===== config.mk =====
export PLATFORM = sky130hd
export DESIGN_NAME = regfile_sb_flat
export DESIGN_NICKNAME = d
export VERILOG_FILES = /design/src/rtl/regfile_pkg.sv /design/src/rtl/regfile_sb_if.sv /design/src/rtl/regfile_wr_arb.sv /design/src/rtl/regfile_sb.sv /design/src/flat_wrapper.sv
export SDC_FILE = /design/constraint.sdc
export NUM_CORES = 2
export LEC_CHECK = 0
export CAP_MARGIN = 10
export CORE_UTILIZATION = 28
export CTS_CLUSTER_SIZE = 14
export DETAILED_ROUTE_END_ITERATION = 10
export MAX_ROUTING_LAYER = met4
export PLACE_DENSITY = 0.45
export SYNTH_ARGS = -nofsm -noshare
export SYNTH_HDL_FRONTEND = slang
export SYNTH_SLANG_ARGS = --single-unit

===== constraint.sdc =====
create_clock -name clk -period 24.5 [get_ports clk]
set_input_delay 4.9 -clock clk [delete_from_list [all_inputs] [get_ports clk]]
set_output_delay 4.9 -clock clk [all_outputs]
set_load 0.05 [all_outputs]

===== src/rtl/regfile_pkg.sv =====
// Shared constants and types for the regfile_sb register file and scoreboard.
package regfile_pkg;

    localparam int RF_XLEN = 32;
    localparam int RF_NREG = 32;
    localparam int RF_NRD  = 2;
    localparam int RF_NWR  = 2;
    localparam int RF_AW   = $clog2(RF_NREG);

    typedef logic [RF_AW-1:0]   reg_addr_t;
    typedef logic [RF_XLEN-1:0] reg_data_t;

    // Width of a write-port index; a single port still needs one select bit.
    function automatic int sel_width(input int n);
        return (n > 32'sd1) ? $clog2(n) : 32'sd1;
    endfunction

endpackage


===== src/rtl/regfile_sb_if.sv =====
// Decode/writeback bus of regfile_sb: read ports, write ports, issue strobe, busy count.
interface regfile_sb_if
    import regfile_pkg::*;
#(
    parameter int XLEN = RF_XLEN,
    parameter int NREG = RF_NREG,
    parameter int NRD  = RF_NRD,
    parameter int NWR  = RF_NWR
) ();

    localparam int AW = $clog2(NREG);

    logic [NRD-1:0][AW-1:0]   rd_addr;
    logic [NRD-1:0][XLEN-1:0] rd_data;
    logic [NRD-1:0]           rd_busy;
    logic [NWR-1:0]           wr_en;
    logic [NWR-1:0][AW-1:0]   wr_addr;
    logic [NWR-1:0][XLEN-1:0] wr_data;
    logic [NWR-1:0]           wr_clr;
    logic                     iss_en;
    logic [AW-1:0]            iss_addr;
    logic [AW:0]              busy_cnt;

    modport master (
        output rd_addr, wr_en, wr_addr, wr_data, wr_clr, iss_en, iss_addr,
        input  rd_data, rd_busy, busy_cnt
    );

    modport slave (
        input  rd_addr, wr_en, wr_addr, wr_data, wr_clr, iss_en, iss_addr,
        output rd_data, rd_busy, busy_cnt
    );

endinterface


===== src/rtl/regfile_wr_arb.sv =====
// Folds the write ports into a per-register write enable and winning-port select.
module regfile_wr_arb
    import regfile_pkg::*;
#(
    parameter int NREG = RF_NREG,
    parameter int NWR  = RF_NWR,
    parameter int AW   = $clog2(NREG),
    parameter int SW   = sel_width(NWR)
) (
    input  logic [NWR-1:0]          wr_en,
    input  logic [NWR-1:0][AW-1:0]  wr_addr,
    output logic [NREG-1:0]         reg_we,
    output logic [NREG-1:0][SW-1:0] reg_sel
);

    logic hit_s;

    // Ascending port scan so the highest-index port to a register overwrites the select.
    always_comb begin
        reg_we  = '0;
        reg_sel = '0;
        hit_s   = 1'b0;
        for (int r = 1; r < NREG; r++) begin
            for (int p = 0; p < NWR; p++) begin
                hit_s      = wr_en[p] && (wr_addr[p] == AW'(r));
                reg_we[r]  = reg_we[r] | hit_s;
                reg_sel[r] = hit_s ? SW'(p) : reg_sel[r];
            end
        end
    end

endmodule


===== src/rtl/regfile_sb.sv =====
// Multi-port register file with per-register busy scoreboard; x0 reads zero, never busy.
// Optional write-to-read forwarding is enabled by defining REGFILE_BYPASS_EN.
module regfile_sb
    import regfile_pkg::*;
#(
    parameter int XLEN = RF_XLEN,
    parameter int NREG = RF_NREG,
    parameter int NRD  = RF_NRD,
    parameter int NWR  = RF_NWR
) (
    input  logic         clk,
    input  logic         n_rst,
    regfile_sb_if.slave  bus
);

    localparam int AW = $clog2(NREG);
    localparam int SW = sel_width(NWR);

    logic [NREG-1:0][XLEN-1:0] rf_r;
    logic [NREG-1:0]           busy_r;
    logic [AW:0]               busy_cnt_r;

    logic [NREG-1:0]           reg_we_s;
    logic [NREG-1:0][SW-1:0]   reg_sel_s;
    logic [NREG-1:0]           busy_nxt_s;
    logic [AW:0]               cnt_nxt_s;
    logic [NRD-1:0][XLEN-1:0]  rd_data_s;
    logic [NRD-1:0]            rd_busy_s;

    regfile_wr_arb #(
        .NREG (NREG),
        .NWR  (NWR),
        .AW   (AW),
        .SW   (SW)
    ) u_wr_arb (
        .wr_en   (bus.wr_en),
        .wr_addr (bus.wr_addr),
        .reg_we  (reg_we_s),
        .reg_sel (reg_sel_s)
    );

    // Next busy vector: clears first, then issue, so a same-cycle issue wins.
    always_comb begin
        busy_nxt_s = busy_r;
        for (int p = 0; p < NWR; p++) begin
            busy_nxt_s[bus.wr_addr[p]] = busy_nxt_s[bus.wr_addr[p]] & ~(bus.wr_en[p] & bus.wr_clr[p]);
        end
        busy_nxt_s[bus.iss_addr] = busy_nxt_s[bus.iss_addr] | bus.iss_en;
        busy_nxt_s[0] = 1'b0;
    end

    // Popcount of the next busy vector, registered alongside it.
    always_comb begin
        cnt_nxt_s = '0;
        for (int r = 0; r < NREG; r++) begin
            cnt_nxt_s = cnt_nxt_s + {{AW{1'b0}}, busy_nxt_s[r]};
        end
    end

    // Register array, busy vector and busy count.
    always_ff @(posedge clk) begin
        if (!n_rst) begin
            rf_r       <= '0;
            busy_r     <= '0;
            busy_cnt_r <= '0;
        end else begin
            for (int r = 0; r < NREG; r++) begin
                if (reg_we_s[r]) begin
                    rf_r[r] <= bus.wr_data[reg_sel_s[r]];
                end else begin
                    rf_r[r] <= rf_r[r];
                end
            end
            busy_r     <= busy_nxt_s;
            busy_cnt_r <= cnt_nxt_s;
        end
    end

`ifdef REGFILE_BYPASS_EN
    logic [NRD-1:0] fwd_clr_s;

    // Forward the winning write port; its clear hides busy unless a new producer issues.
    always_comb begin
        rd_data_s = '0;
        rd_busy_s = '0;
        fwd_clr_s = '0;
        for (int i = 0; i < NRD; i++) begin
            rd_data_s[i] = reg_we_s[bus.rd_addr[i]] ? bus.wr_data[reg_sel_s[bus.rd_addr[i]]]
                                                    : rf_r[bus.rd_addr[i]];
            fwd_clr_s[i] = reg_we_s[bus.rd_addr[i]] & bus.wr_clr[reg_sel_s[bus.rd_addr[i]]]
                         & ~(bus.iss_en & (bus.iss_addr == bus.rd_addr[i]));
            rd_busy_s[i] = busy_r[bus.rd_addr[i]] & ~fwd_clr_s[i];
        end
    end
`else
    // Reads see pre-edge state; x0 is held at zero and never busy.
    always_comb begin
        rd_data_s = '0;
        rd_busy_s = '0;
        for (int i = 0; i < NRD; i++) begin
            rd_data_s[i] = rf_r[bus.rd_addr[i]];
            rd_busy_s[i] = busy_r[bus.rd_addr[i]];
        end
    end
`endif

    assign bus.rd_data  = rd_data_s;
    assign bus.rd_busy  = rd_busy_s;
    assign bus.busy_cnt = busy_cnt_r;

endmodule

===== src/flat_wrapper.sv =====
// flat-port wrapper written by rule: the top's interface ports become plain ports
module regfile_sb_flat import regfile_pkg::*;
#(
    parameter int XLEN = RF_XLEN,
    parameter int NREG = RF_NREG,
    parameter int NRD  = RF_NRD,
    parameter int NWR  = RF_NWR
)
  (clk, n_rst, bus_rd_addr, bus_wr_en, bus_wr_addr, bus_wr_data, bus_wr_clr, bus_iss_en, bus_iss_addr, bus_rd_data, bus_rd_busy, bus_busy_cnt);
  regfile_sb_if #(.XLEN(XLEN), .NREG(NREG), .NRD(NRD), .NWR(NWR)) bus_i ();
  input  logic clk;
  input  logic n_rst;
  input wire logic [$bits(bus_i.rd_addr)-1:0] bus_rd_addr;
  input wire logic [$bits(bus_i.wr_en)-1:0] bus_wr_en;
  input wire logic [$bits(bus_i.wr_addr)-1:0] bus_wr_addr;
  input wire logic [$bits(bus_i.wr_data)-1:0] bus_wr_data;
  input wire logic [$bits(bus_i.wr_clr)-1:0] bus_wr_clr;
  input wire logic [$bits(bus_i.iss_en)-1:0] bus_iss_en;
  input wire logic [$bits(bus_i.iss_addr)-1:0] bus_iss_addr;
  output wire logic [$bits(bus_i.rd_data)-1:0] bus_rd_data;
  output wire logic [$bits(bus_i.rd_busy)-1:0] bus_rd_busy;
  output wire logic [$bits(bus_i.busy_cnt)-1:0] bus_busy_cnt;
  assign bus_i.rd_addr = bus_rd_addr;
  assign bus_i.wr_en = bus_wr_en;
  assign bus_i.wr_addr = bus_wr_addr;
  assign bus_i.wr_data = bus_wr_data;
  assign bus_i.wr_clr = bus_wr_clr;
  assign bus_i.iss_en = bus_iss_en;
  assign bus_i.iss_addr = bus_iss_addr;
  assign bus_rd_data = bus_i.rd_data;
  assign bus_rd_busy = bus_i.rd_busy;
  assign bus_busy_cnt = bus_i.busy_cnt;
  regfile_sb #(.XLEN(XLEN), .NREG(NREG), .NRD(NRD), .NWR(NWR)) u_core (.clk(clk), .n_rst(n_rst), .bus(bus_i));
endmodule

# [Yosys cells after proc, flatten, opt, wreduce, memory -nomap -nowiden]
# Cells that the tools add are included.
[classes] addsub=30 n_lt_le_gt_ge=39 eq_ne=62 n_mux=116 bitwise=38 reduce_logical=65
[ops] op="$mux W32" count=64
[ops] op="$bmux W32 S5" count=2
[ops] op="$add A6 B1 Y6" count=29
[ops] op="$eq A5 B5 Y1 const B" count=32
[ops] op="$bwmux W32" count=3
[ops] op="$eq A5 B4 Y1 const B" count=16
[ops] op="$logic_and A1 B1 Y1" count=65
[ops] op="$lt A1 B2 Y1 const B" count=31
[ops] op="$eq A5 B3 Y1 const B" count=8
[ops] op="$mux W1" count=39
[ops] op="$or A1 B1 Y1" count=32
[ops] op="$lt A5 B6 Y1 const B" count=5
[ops] op="$bmux W1 S5" count=5
[ops] op="$eq A5 B2 Y1 const B" count=4
[ops] op="$demux W1 S5" count=3
[ops] op="$ge A5 B1 Y1 const B" count=3
[ops] op="$eq A5 B1 Y1 const B" count=2
[ops] op="$and A1 B1 Y1" count=4
[ops] op="$add A1 B1 Y2" count=1
[ops] op="$not A1 Y1" count=2
[totals] regBits=1030 in_bits=96 output_inout_bits=72 wordCells=384

# [Logic depth before layout (Yosys ltp)]
[logic_depth] ltp_word=43 depth_mapped=33 depth_no_buf=27

# [Modules after synthesis]
# Synthesis repeated with hierarchy kept, for this count alone.
[unflattened] cells_unflattened=6473 area_unflattened_um2=66790.3
[by_module_without_submodules] module="regfile_sb" n_inst=1 cells_each=6364 area_per_inst_um2=66166.0 seq_area_each_um2=21240.4
[by_module_without_submodules] module="regfile_wr_arb" n_inst=1 cells_each=109 area_per_inst_um2=624.3 seq_area_each_um2=0.0

# [Least setup slack after synthesis]
# Ideal clock, no wire load.
[synth_timing] kind="input to output" startpoint="input port bus_rd_addr[5]" endpoint="output port bus_rd_data[48]" t_arrival_ns=7.530 required_time_ns=19.600 slack_ns=12.070 cell_stages=6 n_path_buf=3 cell_sequence="clkbuf_1 buf_1 buf_1 mux4_2 mux4_2 mux2_2"
[synth_between] elab_chain_len=2
[synth_rtl] item="start: declaration" line_no="flat_wrapper.sv:13" source="input wire logic [$bits(bus_i.rd_addr)-1:0] bus_rd_addr;"
[synth_rtl] item="$bmux W32 S5" line_no="regfile_sb.sv:101" source="rd_data_s[i] = rf_r[bus.rd_addr[i]];"
[synth_rtl] item="$mux W32 (not written as such)" line_no="regfile_sb.sv:101"
[synth_rtl] item="end: declaration" line_no="flat_wrapper.sv:20" source="output wire logic [$bits(bus_i.rd_data)-1:0] bus_rd_data;"
# Every way passes these cells. The select of a mux whose other input is x is not followed.

# [Worst setup path in the final report]
[layout_timing] startpoint="input port bus_rd_addr[6]" endpoint="output port bus_rd_data[54]"
# Same word-level chain as after synthesis.

==> impl_metrics.py <==
metrics = {
    "sta": {
        "post-route-min-period_ns": 14.84,
        "tns_setup_ns": 0,
        "worstMarginPinSlew_ns": 1.252,
        "slew-limit-headroom_pct": 16.27,
        "hold_viol_final": 0,
        "fin_worst_hold_slack_ns": 0.4966,
        "clock-skew-final_ns": 0.008714,
        "finalCritPeriodShare_pct": 60.56,
        "timing.final.ws_setup_ns": 9.662,
        "setup_repair_after_global_routing_missed_its_margin": "false",
        "setup_viol": 0,
        "slew_viol_final": 0,
        "fmax_ghz": 0.06739,
    },
    "worst_setup_path": {
        "worst_path_max_delay_cell": "buf_4",
        "setup.worst_path.class": "in2out",
        "max_stage_delay_ns": 0.77,
        "crit_required_ns": 19.60,
        "worst_setup_path_end_kind": "output pin",
        "cp_max_fo": 99,
        "crit_chain": "buf_8 -> buf_4 -> buf_12 -> buf_4 -> mux2_2 -> a22o_1 -> mux4_2 -> mux2_2 -> clkdlybuf4s50_1",
        "startpoint_types": "input port",
        "arrival_ns": 9.94,
    },
    "die": {
        "placement_rows": 176,
        "core_area_mm2": 0.2306,
        "die_w_um": 484.3,
        "floorplan_die_area_mm2": 0.2346,
        "die_y_um": 484.3,
        "top_level_ports": 168,
        "start_util_pct": 28.25,
    },
    "detailed_routing": {
        "route.final.wire_length_mm": 312.1,
        "antenna_violating_nets_post_route": 0,
        "num_vias": 57767,
        "drc": 0,
        "routed_wire_length_per_instance_um": 33.03,
        "avgViaCountPerCell": 6.114,
        "drc_marker_count_from_the_first_detailed_route_iteration": 6395,
        "drt_first_pass_iters": 5,
    },
    "placed_design": {
        "placement.io_buffers": 167,
        "dp_slack_ns": 9.674,
        "gp_congestion": 0.9205,
        "dp.final_hpwl_mm": 179.5,
    },
    "finish": {
        "nNetsFinal": 6438,
        "post_route_cells_drive_above_1_share_pct": 19.47,
        "area_growth_pct": 12.66,
        "final_util_pct": 31.83,
    },
    "clock_tree": {
        "cts-hold-fix-buffers": 0,
        "clkSlewWorstSetupHoldPaths_ns": 0.06,
        "cts.root.buffer_cell": "clkbuf_16",
        "cts.repair_timing.setup_buffer_count": 0,
        "clock_sink_count": 1029,
        "post_cts.resized_instances": 0,
        "cts_tree": "yes",
        "cts_max_level": 3,
        "worstSkewPairLatency_ns": 0.74,
        "cts.path.max_buffers": 3,
        "cts_buffers": 118,
    },
    "synthesis": {
        "synth_cell_type_count": 84,
        "synthArstFlopShare_pct": 0,
        "synth.yosys.seq_area_share_pct": 31.63,
        "synth-main-ff-cell": "dfxtp_1",
        "avgSynthCellArea_um2": 9.703,
        "synth-edff-count": 0,
        "synth_nets": 6841,
        "synth.yosys.warnings": 0,
        "synth-seq-cells": 1029,
        "netlist_area_mm2": 0.06513,
        "syn_inst": 6713,
    },
    "hold_path": {
        "min_path_type": "reg2reg",
    },
    "power": {
        "vdd_ir_drop_max_mv": 0.05947,
        "power.density_cell_area_mw_per_mm2": 57.53,
        "leakagePower_nw": 24.29,
    },
    "job": {
        "drv.max_cap_violation_count": 0,
    },
    "grt": {
        "grt_first_pass_wirelength_mm": 439.6,
        "gr-usage-all-layers_pct": 26.55,
        "grt_max_degree": 193,
        "grt_antenna_before_repair": 25,
        "grt_pass1_vias": 55025,
        "global_route.overflow_total": 0,
    },
    "run_status": {
        "run_status": "finished clean",
    },
}
layer usage:
metal / global-route usage (%) / up-vias / routed length, um
met4: 11.48 / 0 / 13860
met2: 41.54 / 2723 / 145600
met5: - / - / 0
met1: 34.25 / 29659 / 131300
met3: 3.453 / 592 / 21360
li1: - / 24793 / -
final cells by class:
cell class                      instances  area (um^2)
Inverter                               35        138.9
Clock buffer                          176         3521
Fill cell                           23173       157200
Multi-Input combinational cell       4763        41540
Sequential cell                      1029        20600
Clock inverter                         43        523.0
Antenna cell                           14        35.03
Tap cell                             3026         3786
Timing Repair Buffer                  363         3242
flip-flops by register name, summed over array words and instances (netlist names):
signal               flops
u_core.bus.busy_cnt      6
u_core.busy_r           31
u_core.rf_r            992
cell usage in the layout, fill, tap and decap left out, drive strengths merged, types with 66 or more instances in the layout:
master	n
dfxtp	1029
nor2	1093
clkdlybuf4s50	153
mux2	144
a311oi	331
mux4	599
a22o	66
nand3	356
buf	208
nand2	438
mux2i	677
a211oi	684
clkbuf	178
cells by family after synthesis:
| kind of cell | count (synthesis) | share of synthesized area [%] |
|---|---|---|
| compound gates | 1294 | 15.54 |
| xor+xnor | 6 | 0.08068 |
| fa+ha+maj | 32 | 0.8798 |
| buf+inv | 921 | 5.429 |
| flops | 1029 | 31.63 |
| mux | 1420 | 33.61 |
| simple gates | 2011 | 12.84 |
where the power goes:
part           switching, mW  internal [mW]  leakage [nW]
combinational          0.391          0.197          14.0
clock                  0.818           1.08          2.01
sequential            0.0298           1.71          8.32
worst max-delay path, delay by kind of cell:
kind,cells,cell delay [ns]
AO/OA/AOI/OAI,1,0.18
buffers and inverters,5,3.32
multiplexers,3,1.21
synth_stat cells (20+ instances only):
library cell  instances  area [um^2]
dfxtp_1            1029        20600
a21oi_1              32        160.2
clkbuf_1            775         2909
mux4_2              599        13490
buf_1                87        326.6
nand2_1             437         1640
mux2_2              143         1610
a22o_1               66        578.1
fa_1                 23        460.4
nand3_1             356         1782
o21ai_0              43        215.2
inv_1                35        131.4
o21ai_1              20        100.1
nor2_1             1092         4099
a311oi_1            331         2899
a211oi_1            684         5135
mux2i_1             677         6777
through the flow:
step / power [mW] / std cells / area [um^2]
after detailed placement: 2.355 / 9213 / 69220
final: 4.222 / 9449 / 73380
after floorplan: 2.138 / 6713 / 65140
after CTS: 4.242 / 9432 / 73270
after global placement: 2.357 / 9213 / 69220
after global routing: 4.344 / 9448 / 73380
final timing paths:
check | start | end | slack [ns] | cells after the start
max | bus_rd_addr[6] | bus_rd_data[54] | 9.66 | 9
min | u_core.rf_r[243] | u_core.rf_r[243] | 0.50 | 2
max reg2reg | u_core.busy_r[19] | u_core.bus.busy_cnt[4] | 15.33 | 25
min reg2reg | u_core.rf_r[243] | u_core.rf_r[243] | 0.50 | 2
(Power assumes the default switching activity.)
